<file path="config.mk">
export PLATFORM = sky130hd
export DESIGN_NAME = rotl32_arbiter
export DESIGN_NICKNAME = d
export VERILOG_FILES = /design/src/rtl/rotl32_arbiter.sv
export SDC_FILE = /design/constraint.sdc
export NUM_CORES = 1
export LEC_CHECK = 0
export CAP_MARGIN = 15
export CORE_MARGIN = 10
export CORE_UTILIZATION = 45
export CTS_BUF_LIST = sky130_fd_sc_hd__clkbuf_16
export CTS_CLUSTER_DIAMETER = 40
export DETAILED_ROUTE_END_ITERATION = 6
export PLACE_DENSITY = 0.8
export SLEW_MARGIN = 25
export SYNTH_ARGS = -nofsm -noshare
export SYNTH_HDL_FRONTEND = slang
export SYNTH_SLANG_ARGS = --single-unit
export TNS_END_PERCENT = 5
</file>
<file path="constraint.sdc">
create_clock -name clk_i -period 3.8 [get_ports clk_i]
set_input_delay 1.14 -clock clk_i [delete_from_list [all_inputs] [get_ports clk_i]]
set_output_delay 1.14 -clock clk_i [all_outputs]
set_load 0.03 [all_outputs]
</file>
<file path="src/rtl/rotl32_arbiter.sv">
// rotl32_arbiter: shares one 32-bit rotate-left datapath between two requesters.
// Round-robin arbitration in IDLE, one operation in flight at a time, and the
// result is returned with the owning requester's ID.
//
// Ports:
//   clk_i, rst_ni                 clock, async active-low reset
//   reqK_valid_i / reqK_ready_o   request handshake for requester K (0, 1)
//   reqK_data_i, reqK_amt_i       operand and rotate-left amount for requester K
//   res_valid_o / res_ready_i     result handshake
//   res_data_o, res_id_o          rotated result and owning requester ID
module rotl32_arbiter #(
    parameter int unsigned DATA_W = 32,
    parameter int unsigned AMT_W  = 5
) (
    input  logic              clk_i,
    input  logic              rst_ni,
    input  logic              req0_valid_i,
    output logic              req0_ready_o,
    input  logic [DATA_W-1:0] req0_data_i,
    input  logic [AMT_W-1:0]  req0_amt_i,
    input  logic              req1_valid_i,
    output logic              req1_ready_o,
    input  logic [DATA_W-1:0] req1_data_i,
    input  logic [AMT_W-1:0]  req1_amt_i,
    output logic              res_valid_o,
    input  logic              res_ready_i,
    output logic [DATA_W-1:0] res_data_o,
    output logic              res_id_o
);

    typedef enum logic [1:0] {
        IDLE = 2'd0,
        BUSY = 2'd1,
        DONE = 2'd2
    } state_e;

    state_e            state_q;
    state_e            state_d;
    logic              prio_q;
    logic [DATA_W-1:0] op_data_q;
    logic [AMT_W-1:0]  op_amt_q;
    logic              op_id_q;

    logic              grant_any_c;
    logic              grant_id_c;
    logic              accept_c;
    logic              load_res_c;
    logic              consume_c;
    logic [DATA_W-1:0] rot_c;

    // Grant: a lone valid wins; on a tie the priority pointer decides.
    always_comb begin
        grant_any_c = req0_valid_i | req1_valid_i;
        grant_id_c  = (req0_valid_i & req1_valid_i) ? prio_q : req1_valid_i;
    end

    assign req0_ready_o = (state_q == IDLE) && grant_any_c && !grant_id_c;
    assign req1_ready_o = (state_q == IDLE) && grant_any_c &&  grant_id_c;

    // State register
    always_ff @(posedge clk_i or negedge rst_ni) begin
        if (!rst_ni) begin
            state_q <= IDLE;
        end else begin
            state_q <= state_d;
        end
    end

    // Next-state and datapath strobes
    always_comb begin
        state_d    = state_q;
        accept_c   = 1'b0;
        load_res_c = 1'b0;
        consume_c  = 1'b0;
        case (state_q)
            IDLE: begin
                if (grant_any_c) begin
                    accept_c = 1'b1;
                    state_d  = BUSY;
                end
            end
            BUSY: begin
                load_res_c = 1'b1;
                state_d    = DONE;
            end
            DONE: begin
                if (res_ready_i) begin
                    consume_c = 1'b1;
                    state_d   = IDLE;
                end
            end
            default: state_d = IDLE;
        endcase
    end

    // Operand capture on the accepting edge only
    always_ff @(posedge clk_i or negedge rst_ni) begin
        if (!rst_ni) begin
            op_data_q <= '0;
            op_amt_q  <= '0;
            op_id_q   <= 1'b0;
        end else if (accept_c) begin
            op_data_q <= grant_id_c ? req1_data_i : req0_data_i;
            op_amt_q  <= grant_id_c ? req1_amt_i  : req0_amt_i;
            op_id_q   <= grant_id_c;
        end
    end

    // Five-level 2:1 mux rotator, largest step first
    always_comb begin
        logic [DATA_W-1:0] s16;
        logic [DATA_W-1:0] s8;
        logic [DATA_W-1:0] s4;
        logic [DATA_W-1:0] s2;
        s16   = op_amt_q[4] ? {op_data_q[DATA_W-17:0], op_data_q[DATA_W-1:DATA_W-16]} : op_data_q;
        s8    = op_amt_q[3] ? {s16[DATA_W-9:0], s16[DATA_W-1:DATA_W-8]} : s16;
        s4    = op_amt_q[2] ? {s8[DATA_W-5:0],  s8[DATA_W-1:DATA_W-4]}  : s8;
        s2    = op_amt_q[1] ? {s4[DATA_W-3:0],  s4[DATA_W-1:DATA_W-2]}  : s4;
        rot_c = op_amt_q[0] ? {s2[DATA_W-2:0],  s2[DATA_W-1]}           : s2;
    end

    // Result registers; data and ID hold while the consumer stalls
    always_ff @(posedge clk_i or negedge rst_ni) begin
        if (!rst_ni) begin
            res_valid_o <= 1'b0;
            res_data_o  <= '0;
            res_id_o    <= 1'b0;
        end else if (load_res_c) begin
            res_valid_o <= 1'b1;
            res_data_o  <= rot_c;
            res_id_o    <= op_id_q;
        end else if (consume_c) begin
            res_valid_o <= 1'b0;
        end
    end

    // Hand priority to the requester that was not just served
    always_ff @(posedge clk_i or negedge rst_ni) begin
        if (!rst_ni) begin
            prio_q <= 1'b0;
        end else if (consume_c) begin
            prio_q <= ~res_id_o;
        end
    end

endmodule

</file>
==> reports/metrics.csv, run 1 <==
stage,metric,value,unit
route,Post-Route WL,14.15,mm
pwr,Worst IR Drop VDD,0.0004496,V
synthesis,"FFs w/ async S/R, synth",100.0,%
synthesis,Most used DFF post-synth,dfrtp_1,
layout,multi-input logic area,2434,um^2
timing,worst-margin pin slew,1.014,ns
placed_design,Placer Congestion,0.8972,
global_route,first-pass GRT wire length,22.65,mm
layout,Layout area overhead,29.85,%
synthesis,"Seq/Total Area, Yosys",39.63,%
layout,nets,640,
clock_tree,clk_lat worst skew,0.34,ns
timing,Setup TNS,0,ns
layout,Fillers,906,
clock_tree,post-CTS setup buffers,0,
die,row cnt,37,
setup_path,CP Data Arrival Time,2.12,ns
synthesis,YS warnings,0,
setup_path,crit path from,req0_valid_i,
pwr,Pleak,0.002572,uW
timing,post-layout min period,3.261,ns
setup_path,Critical R2R Launch,op_amt_q[3],
timing,fmax,306.7,MHz
layout,Post-Layout Cell Count,702,
placed_design,dpl cells,686,
die,Core Area,10280,um^2
timing,final setup violation count,0,
clock_tree,clk root buf,clkbuf_16,
layout,share of layout cells above drive strength 1,12.37,%
die,die area,15030,um^2
synthesis,Cell variety after synth,36,
die,Initial Util,46.08,%
setup_path,kind of start point of the critical path,input pin,
min_path,Worst Hold Class,flop to flop,
placed_design,HPWL Detailed,10.54,mm
timing,slew margin rel.,32.26,%
global_route,All-Layer GR Usage,18.60,%
placed_design,Post-DP Area,5822,um^2
clock_tree,CTS Buf Count,9,
clock_tree,clock slew seen by the registers of the worst setup and hold paths,0.06,ns
route,DR vias/cell,6.379,
timing,final setup margin,0.5391,ns
route,DR DRC count,0,
setup_path,Crit. End Element,output port,
synthesis,"flops & latches, synth",75,
global_route,grt ovf,0,
clock_tree,"Hold-fix buffers, CTS",0,
run_status,status,completed,
synthesis,number of flops mapped to enable cells by yosys,0,
route,routed length per instance,20.15,um
synthesis,Syn Nets,559,
route,DRT Pass-1 Iters,5,
timing,RSZ-0062 raised after global routing,no,
setup_path,R2R Setup Slk,1.06,ns
clock_tree,clock sinks,75,
min_path,Hold Startpoint,op_id_q,
clock_tree,CTS resizes,0,
global_route,antenna violations before repair,0,
route,post-route ant nets,0,
timing,Final Cycle Share,85.81,%
synthesis,"Avg Cell Area, Syn",9.866,um^2
pwr,Tot Pwr,7215,uW
setup_path,worst-path fanout max,2,
global_route,largest net degree at the start of global routing,76,
placed_design,pre-CTS setup slack,0.5351,ns
layout,register area,1878,um^2
die,chip width,122.6,um
timing,Final Hold Fails,0,
layout,n_diodes,0,
setup_path,Crit Path Category,input pin to output port,
timing,clock skew,0.007313,ns
timing,Slew Limit Fails,0,
setup_path,"Req. time, crit path",2.66,ns
clock_tree,Clock Path Buffers,2,
synthesis,synthesized cell area,4736,um^2
placed_design,Buffers on Ports,114,
route,DR vias,4478,
die,die height,122.6,um
run,Max Cap Viol,0,
synthesis,Cells after Synth,480,
layout,Finished Cell Area,6150,um^2
die,I/O pins,115,
clock_tree,TritonCTS clock tree,yes,
pwr,pwr dens,1173,nW/um^2
route,Detailed Route Iter0 Violations,572,
clock_tree,Max H-tree Level,3,
global_route,vias in the first global route,4405,
## worst paths after layout
path / end / cells past startpoint
max: req1_ready_o / 4
min: op_id_q / 1
max reg2reg: res_data_o[8] / 6
min reg2reg: op_id_q / 1
max in group asynchronous: op_amt_q[3] / 2
min in group asynchronous: state_q[1] / 2
## power by group
group | switching, uW | internal [uW] | total, uW | leakage, uW
registers | 434 | 1220 | 1650 | 0.000912
clock network | 330 | 573 | 903 | 0.000153
logic | 2790 | 1870 | 4660 | 0.00151
total | 3550 | 3660 | 7220 | 0.00257
## cell usage after synthesis, types with 2 or more instances
cell type / n / area share (%)
a221oi_1: 13 / 2.4
or2_2: 2 / 0.26
o22ai_1: 99 / 13
a22o_1: 2 / 0.37
inv_1: 39 / 3.1
nand2_1: 35 / 2.8
dfrtp_1: 75 / 40
a21oi_1: 3 / 0.32
a221oi_2: 11 / 3.5
buf_4: 3 / 0.48
nor2b_1: 2 / 0.26
o21ai_0: 3 / 0.32
mux2_4: 5 / 1.6
a222oi_1: 37 / 7.8
buf_12: 3 / 1.3
nor2_1: 11 / 0.87
buf_6: 3 / 0.71
clkbuf_1: 33 / 2.6
mux2_2: 15 / 3.6
mux2_1: 7 / 1.7
o31ai_1: 32 / 5.1
buf_2: 8 / 0.85
nand2b_1: 6 / 0.79
mux2i_1: 21 / 4.4
## routing by layer
metal / global-route usage [%] / routed length, um
met5: 0 / 0
met4: 5.302 / 176
met1: 24.45 / 6048
met3: 5.326 / 1336
met2: 29.27 / 6585
## sequential cells by signal, summed over array words and instances, names as in the netlist
register     count
op_data_q       32
res_data_o      32
op_amt_q         5
state_q          2
op_id_q          1
prio_q           1
res_id_o         1
res_valid_o      1
## area by class of cell
cell class / count / area share (%)
inverters: 39 / 2.380
clock buffers: 9 / 3.662
multi-input cells: 314 / 39.57
clock inverters: 7 / 1.506
repair buffers: 122 / 19.57
flip-flops and latches: 75 / 30.54
well taps: 136 / 2.767
## cell families (layout without fill, tap and decap cells)
group / count (synthesis) / count (layout) / share of synthesized area (%)
AOI/OAI and AO/OA: 203 / 203 / 33.45
buffers and inverters: 91 / 177 / 9.405
muxes: 49 / 49 / 11.55
DFF: 75 / 75 / 39.63
and+or+nand+nor: 62 / 62 / 5.971
## cells in the final DEF (no fill, tap or decap), types with 2 or more instances in the layout
master and n:
nor2_1 11, a21oi_1 2, bufinv_16 2, mux2_1 7
or2_2 2, nand2b_1 3, inv_1 40, mux2_2 15
o22ai_1 99, nand2b_2 3, buf_4 9, o21ai_0 2
dfrtp_1 74, clkdlybuf4s50_1 111, a22o_1 2, mux2i_1 21
clkbuf_16 9, a221oi_2 11, a221oi_1 13, mux2_4 5
clkinvlp_4 2, nor2b_1 2, a222oi_1 37, o31ai_1 32
nand2_1 35
## worst max-delay path: stages
cell and delay [ns]:
clkdlybuf4s50_1 0.50, nand2b_1 0.10, and3_1 0.21, buf_4 0.17
## through the flow
step           utilization (%)  hold slack (ns)
4_1_cts                  59.74           0.4803
3_5_place_dp             56.65           0.4666
5_1_grt                  59.84           0.5000
2_1_floorplan                -           0.4409
6_report                 59.84           0.4767
3_3_place_gp             56.65           0.4567
Power figures use the tool's default switching activity.
==> run 2, diff against run 1 <==
--- a/config.mk
+++ b/config.mk
@@ -14,3 +14,2 @@
 export PLACE_DENSITY = 0.8
-export SLEW_MARGIN = 25
 export SYNTH_ARGS = -nofsm -noshare
==> constraint.sdc (replaced) <==
create_clock -name clk_i -period 3.8 [get_ports clk_i]
set_input_delay 0.76 -clock clk_i [delete_from_list [all_inputs] [get_ports clk_i]]
set_output_delay 0.76 -clock clk_i [all_outputs]
set_load 0.03 [all_outputs]
==> run 2 against run 1 <==
Against the previous run: cell count decreased by 0.14%; clock skew about the same; via count decreased by 0.80%; maximum frequency increased by 9.0%; first-iteration DRC count increased by 2.1%; critical path depth unchanged; core utilization decreased by 0.12 points; global-route usage decreased by 0.13 points; critical path type unchanged.
==> reports/metrics.csv, run 2 (synthesis gave the netlist of run 1 again) <==
stage,metric,value,unit,change
global_route,grt ovf,0,,unchanged
die,Initial Util,46.08,%,unchanged
setup_path,Crit. End Element,output port,,
layout,fin util,59.72,%,-0.12 points
timing,clock skew,0.006972,ns,-0.0003408 ns
route,DR DRC count,0,,unchanged
timing,slew margin rel.,23.19,%,-9.1 points
layout,share of layout cells above drive strength 1,11.15,%,-1.2 points
layout,n_diodes,0,,unchanged
layout,"commonest non-fill, non-tap cells in the layout","112 x clkdlybuf4s50_1, 99 x o22ai_1, 74 x dfrtp_1, 41 x inv_1, 37 x a222oi_1",,
run,Max Cap Viol,0,,unchanged
global_route,first-pass GRT wire length,22.47,mm,-0.76%
route,routed length per instance,19.88,um,-1.3%
layout,largest registers,"op_data_q x32, res_data_o x32, op_amt_q x5",,
die,die height,122.6,um,unchanged
global_route,vias in the first global route,4345,,-1.4%
placed_design,Placer Congestion,0.9068,,+1.1%
layout,nets,640,,unchanged
die,row cnt,37,,unchanged
global_route,All-Layer GR Usage,18.47,%,-0.13 points
pwr,Tot Pwr,7194,uW,-0.29%
layout,"leading cell type in the layout, fill and taps excluded",clkdlybuf4s50_1,,
global_route,largest net degree at the start of global routing,76,,unchanged
pwr,pwr dens,1172,nW/um^2,about the same
timing,final setup violation count,0,,unchanged
min_path,Worst Hold Class,flop to flop,,
setup_path,CP Data Arrival Time,2.23,ns,+0.11 ns
die,die area,15030,um^2,unchanged
route,Detailed Route Iter0 Violations,584,,+2.1%
route,DRT Pass-1 Iters,6,,+1
route,DR vias,4442,,-0.80%
clock_tree,clock slew seen by the registers of the worst setup and hold paths,0.06,ns,about the same
setup_path,worst reg2reg path depth,6,,unchanged
clock_tree,clock sinks,75,,unchanged
die,chip width,122.6,um,unchanged
clock_tree,CTS Buf Count,9,,unchanged
setup_path,Crit Path Category,input pin to output port,,
pwr,Pleak,0.002570,uW,about the same
route,post-route ant nets,0,,unchanged
timing,Setup TNS,0,ns,unchanged
timing,RSZ-0062 raised after global routing,no,,
timing,Final Cycle Share,78.71,%,-7.1 points
clock_tree,clk root buf,clkbuf_16,,
route,DR vias/cell,6.337,,-0.66%
die,Core Area,10280,um^2,unchanged
clock_tree,post-CTS setup buffers,0,,unchanged
global_route,antenna violations before repair,0,,unchanged
layout,register area,1878,um^2,unchanged
placed_design,HPWL Detailed,10.40,mm,-1.2%
timing,Slew Limit Fails,0,,unchanged
setup_path,R2R Setup Slk,1.23,ns,+0.17 ns
setup_path,worst-path fanout max,3,,+1
layout,Fillers,874,,-3.5%
layout,multi-input logic area,2424,um^2,-0.41%
pwr,Worst IR Drop VDD,0.0004019,V,-11%
timing,worst-margin pin slew,1.152,ns,+0.1385 ns
placed_design,Buffers on Ports,114,,unchanged
timing,post-layout min period,2.991,ns,-0.2699 ns
setup_path,kind of start point of the critical path,input pin,,
min_path,Hold Path Depth,1,,unchanged
timing,fmax,334.3,MHz,+9.0%
timing,Final Hold Fails,0,,unchanged
clock_tree,TritonCTS clock tree,yes,,
route,Post-Route WL,13.94,mm,-1.5%
layout,Layout area overhead,29.59,%,
die,I/O pins,115,,unchanged
setup_path,"Req. time, crit path",3.04,ns,+0.38 ns
clock_tree,CTS resizes,0,,unchanged
clock_tree,"Hold-fix buffers, CTS",0,,unchanged
clock_tree,clk_lat worst skew,0.33,ns,about the same
clock_tree,Clock Path Buffers,2,,unchanged
clock_tree,Max H-tree Level,3,,unchanged
run_status,status,completed,,
==> run 2: through the flow <==
step,hold WS [ns],instances,instance area (um^2),setup slack [ns]
after global placement,0.4599,685,5817,0.8443
after detailed placement,0.4676,685,5817,0.7962
after global routing,0.5083,701,6137,0.7246
after floorplan,0.4409,480,4736,1.516
final,0.4738,701,6137,0.8090
after CTS,0.4800,700,6117,0.7934
==> run 2: cell type report <==
cell class | count | share of cell area (%)
multi-input combinational | 314 | 39.49
sequential | 75 | 30.60
timing repair buffer | 122 | 19.86
clock buffer | 9 | 3.670
tap | 136 | 2.773
inverter | 39 | 2.385
clock inverter | 6 | 1.223
==> run 2: critical path, cell delays in order <==
cell	delay, ns
clkdlybuf4s50_1	0.54
o21ai_2	0.10
a21oi_2	0.15
clkdlybuf4s50_1	0.69
==> run 2: worst paths after layout <==
check | from | endpoint
max | req1_valid_i | req0_ready_o
min | op_id_q | op_id_q
max reg2reg | op_amt_q[3] | res_data_o[8]
min reg2reg | op_id_q | op_id_q
max in group asynchronous | rst_ni | op_amt_q[3]
min in group asynchronous | rst_ni | res_data_o[30]
==> run 2: metal layers <==
| metal | track usage [%] | vias up | routed length [um] |
|---|---|---|---|
| met3 | 5.877 | 26 | 1406 |
| met1 | 24.12 | 2095 | 5914 |
| met2 | 28.63 | 227 | 6359 |
| met5 | 0 | - | 0 |
| li1 | - | 2094 | - |
| met4 | 5.744 | 0 | 259 |
==> run 2: power by group <==
group / switching [uW] / internal, uW / leakage, uW
Clock: 305 / 561 / 0.000153
Sequential: 426 / 1220 / 0.000912
Combinational: 2790 / 1890 / 0.00151
Total: 3520 / 3670 / 0.00257
==> run 3, diff against run 2 <==
PLACE_DENSITY = 0.83   (was 0.8)
clock period = 2.57 ns   (was 3.8 ns; I/O delays follow)
==> run 3 against run 2 <==
Against the previous run: the flow now finishes with violations (design-rule violations); worst setup slack got worse by 0.50 ns; flip-flop and latch count unchanged; worst hold slack got worse by 0.29 ns; count of clock-buffer cells in the layout did not move; clock power is 60% higher; critical path depth shrank 1; critical path type is now flop to output port; critical endpoint is now req1_ready_o.
==> reports/metrics.csv, run 3 (synthesis gave the netlist of run 1 again) <==
stage,metric,value,unit,change
run_status,status,finished with violations,,
run_status,failing checks,design-rule violations,,
layout,Layout area overhead,32.79,%,
min_path,Worst Hold Class,input pin to async pin,,
layout,Fillers,863,,-1.3%
setup_path,kind of start point of the critical path,flop,,
timing,slew margin rel.,54.37,%,+31 points
global_route,All-Layer GR Usage,19.02,%,+0.55 points
pwr,clock network fraction of design power,12.6,%,+0.6 points
pwr,part of the power in registers,22.1,%,-0.8 points
placed_design,HPWL Detailed,10.81,mm,+3.9%
timing,RSZ-0062 raised after global routing,no,,
route,WL met2,6.567,mm,+3.3%
clock_tree,"Hold-fix buffers, CTS",0,,unchanged
clock_tree,Clock Path Buffers,2,,unchanged
setup_path,worst-path fanout max,12,,+9
pwr,pwr dens,1757,nW/um^2,+50%
setup_path,Crit Path Category,flop to output port,,
timing,worst-margin pin slew,0.6844,ns,-0.4677 ns
layout,nets,658,,+2.8%
timing,Final Cycle Share,88.17,%,
route,DRT Pass-1 Iters,7,,+1
setup_path,Critical R2R Launch,op_amt_q[3],,
clock_tree,CTS resizes,0,,unchanged
timing,Setup TNS,0,ns,unchanged
placed_design,Buffers on Ports,114,,unchanged
clock_tree,TritonCTS clock tree,yes,,
clock_tree,clock sinks,75,,unchanged
timing,post-layout min period,2.266,ns,
die,row cnt,37,,unchanged
route,M1 WL,6.145,mm,+3.9%
timing,final setup violation count,0,,unchanged
route,max layer used,met4,,
layout,"leading cell type in the layout, fill and taps excluded",clkdlybuf4s50_1,,
die,I/O pins,115,,unchanged
timing,clock skew,0.003039,ns,-0.003933 ns
global_route,antenna violations before repair,0,,unchanged
run,Max Cap Viol,0,,unchanged
layout,"commonest non-fill, non-tap cells in the layout","111 x clkdlybuf4s50_1, 99 x o22ai_1, 74 x dfrtp_1, 39 x inv_1, 37 x a222oi_1",,
route,Post-Route WL,14.21,mm,+2.0%
timing,fmax,441.3,MHz,
layout,share of layout cells above drive strength 1,14.38,%,+3.2 points
placed_design,Placer Congestion,0.9070,,about the same
die,Initial Util,46.08,%,unchanged
setup_path,CP Data Arrival Time,1.75,ns,-0.48 ns
route,DR vias/cell,6.310,,-0.43%
route,post-route ant nets,0,,unchanged
pwr,switching portion of total power,47.67,%,-1.3 points
clock_tree,post-CTS setup buffers,0,,unchanged
pwr,Net Switching,5265,uW,+49%
clock_tree,clk root buf,clkbuf_16,,
route,DR WL met3,1.259,mm,-10%
pwr,Worst IR Drop VDD,0.0006288,V,+56%
die,die area,15030,um^2,unchanged
setup_path,"Req. time, crit path",2.06,ns,-0.98 ns
clock_tree,clk_lat worst skew,0.34,ns,about the same
route,DR DRC count,2,,+2
timing,hold slack final,0.1856,ns,-0.2883 ns
setup_path,Crit. End Element,output port,,
route,routed length per instance,19.74,um,-0.74%
layout,n_diodes,0,,unchanged
die,chip width,122.6,um,unchanged
global_route,grt ovf,0,,unchanged
global_route,largest net degree at the start of global routing,65,,-14%
global_route,first-pass GRT wire length,23.03,mm,+2.5%
pwr,cell internal pwr,5781,uW,+57%
clock_tree,CTS Buf Count,9,,unchanged
route,Detailed Route Iter0 Violations,599,,+2.6%
placed_design,pre-CTS setup slack,0.3067,ns,-0.4896 ns
placed_design,Post-DP Area,5957,um^2,+2.4%
pwr,Comb power frac,65.3,%,+0.2 points
setup_path,crit path from,state_q[1],,
clock_tree,clock slew seen by the registers of the worst setup and hold paths,0.05,ns,about the same
layout,Finished Cell Area,6289,um^2,+2.5%
timing,Slew Limit Fails,0,,unchanged
layout,fin util,61.19,%,+1.5 points
layout,largest registers,"op_data_q x32, res_data_o x32, op_amt_q x5",,
global_route,vias in the first global route,4376,,+0.71%
pwr,Pleak,0.002660,uW,+3.5%
timing,final setup margin,0.3041,ns,-0.5049 ns
die,Core Area,10280,um^2,unchanged
timing,Final Hold Fails,0,,unchanged
route,DR vias,4543,,+2.3%
setup_path,R2R Setup Slk,0.33,ns,-0.90 ns
clock_tree,Max H-tree Level,3,,unchanged
die,die height,122.6,um,unchanged
## run 3: cell types whose count changed in the layout (fill, tap and decap cells not counted), sizes merged
cell | previous run | this run
clkinv | 2 | 4
clkdlybuf4s50 | 112 | 111
bufinv | 2 | 3
inv | 41 | 39
buf | 10 | 29
## run 3: per-stage QoR
step / total power, uW / cells
final: 11050 / 720
after floorplan: 7417 / 480
after global routing: 11790 / 720
after global placement: 9370 / 704
after detailed placement: 9515 / 704
after CTS: 10950 / 720
## run 3: worst max-delay path, cell delays in order (launching register included)
cell     delay [ns]
dfrtp_1        0.43
nor2_1         0.26
and3_1         0.48
buf_4          0.24
## run 3: area by class of cell
cell class	count	area, um^2	share of cell area (%)
Clock buffer	9	225.2	3.581
Inverter	39	146.4	2.328
Tap cell	136	170.2	2.706
Timing Repair Buffer	140	1339	21.29
Multi-Input combinational cell	314	2424	38.54
Sequential cell	75	1878	29.86
Clock inverter	7	106.4	1.691
## run 3: power by group through the flow
stage	Clock (uW)	Sequential, uW	Combinational (uW)
6_report	1390	2440	7210
4_1_cts	1410	2440	7110
3_5_place_dp	0	2450	7060
5_1_grt	1460	2530	7800
2_1_floorplan	0	2700	4720
3_3_place_gp	0	2430	6940
## run 3: path summary, 6_finish.rpt
kind	to	cells past startpoint
worst max-delay path	req1_ready_o	3
worst min-delay path	op_data_q[0]	2
worst max register to register	res_data_o[29]	6
worst min register to register	res_data_o[10]	2
max in group asynchronous	res_data_o[16]	2
min in group clk_i	res_data_o[10]	2
## run 3: routing by layer
metal	GRT usage (%)	vias to the layer above
met5	0	-
met4	6.627	0
met3	5.142	20
met2	29.31	248
met1	25.26	2138
li1	-	2137
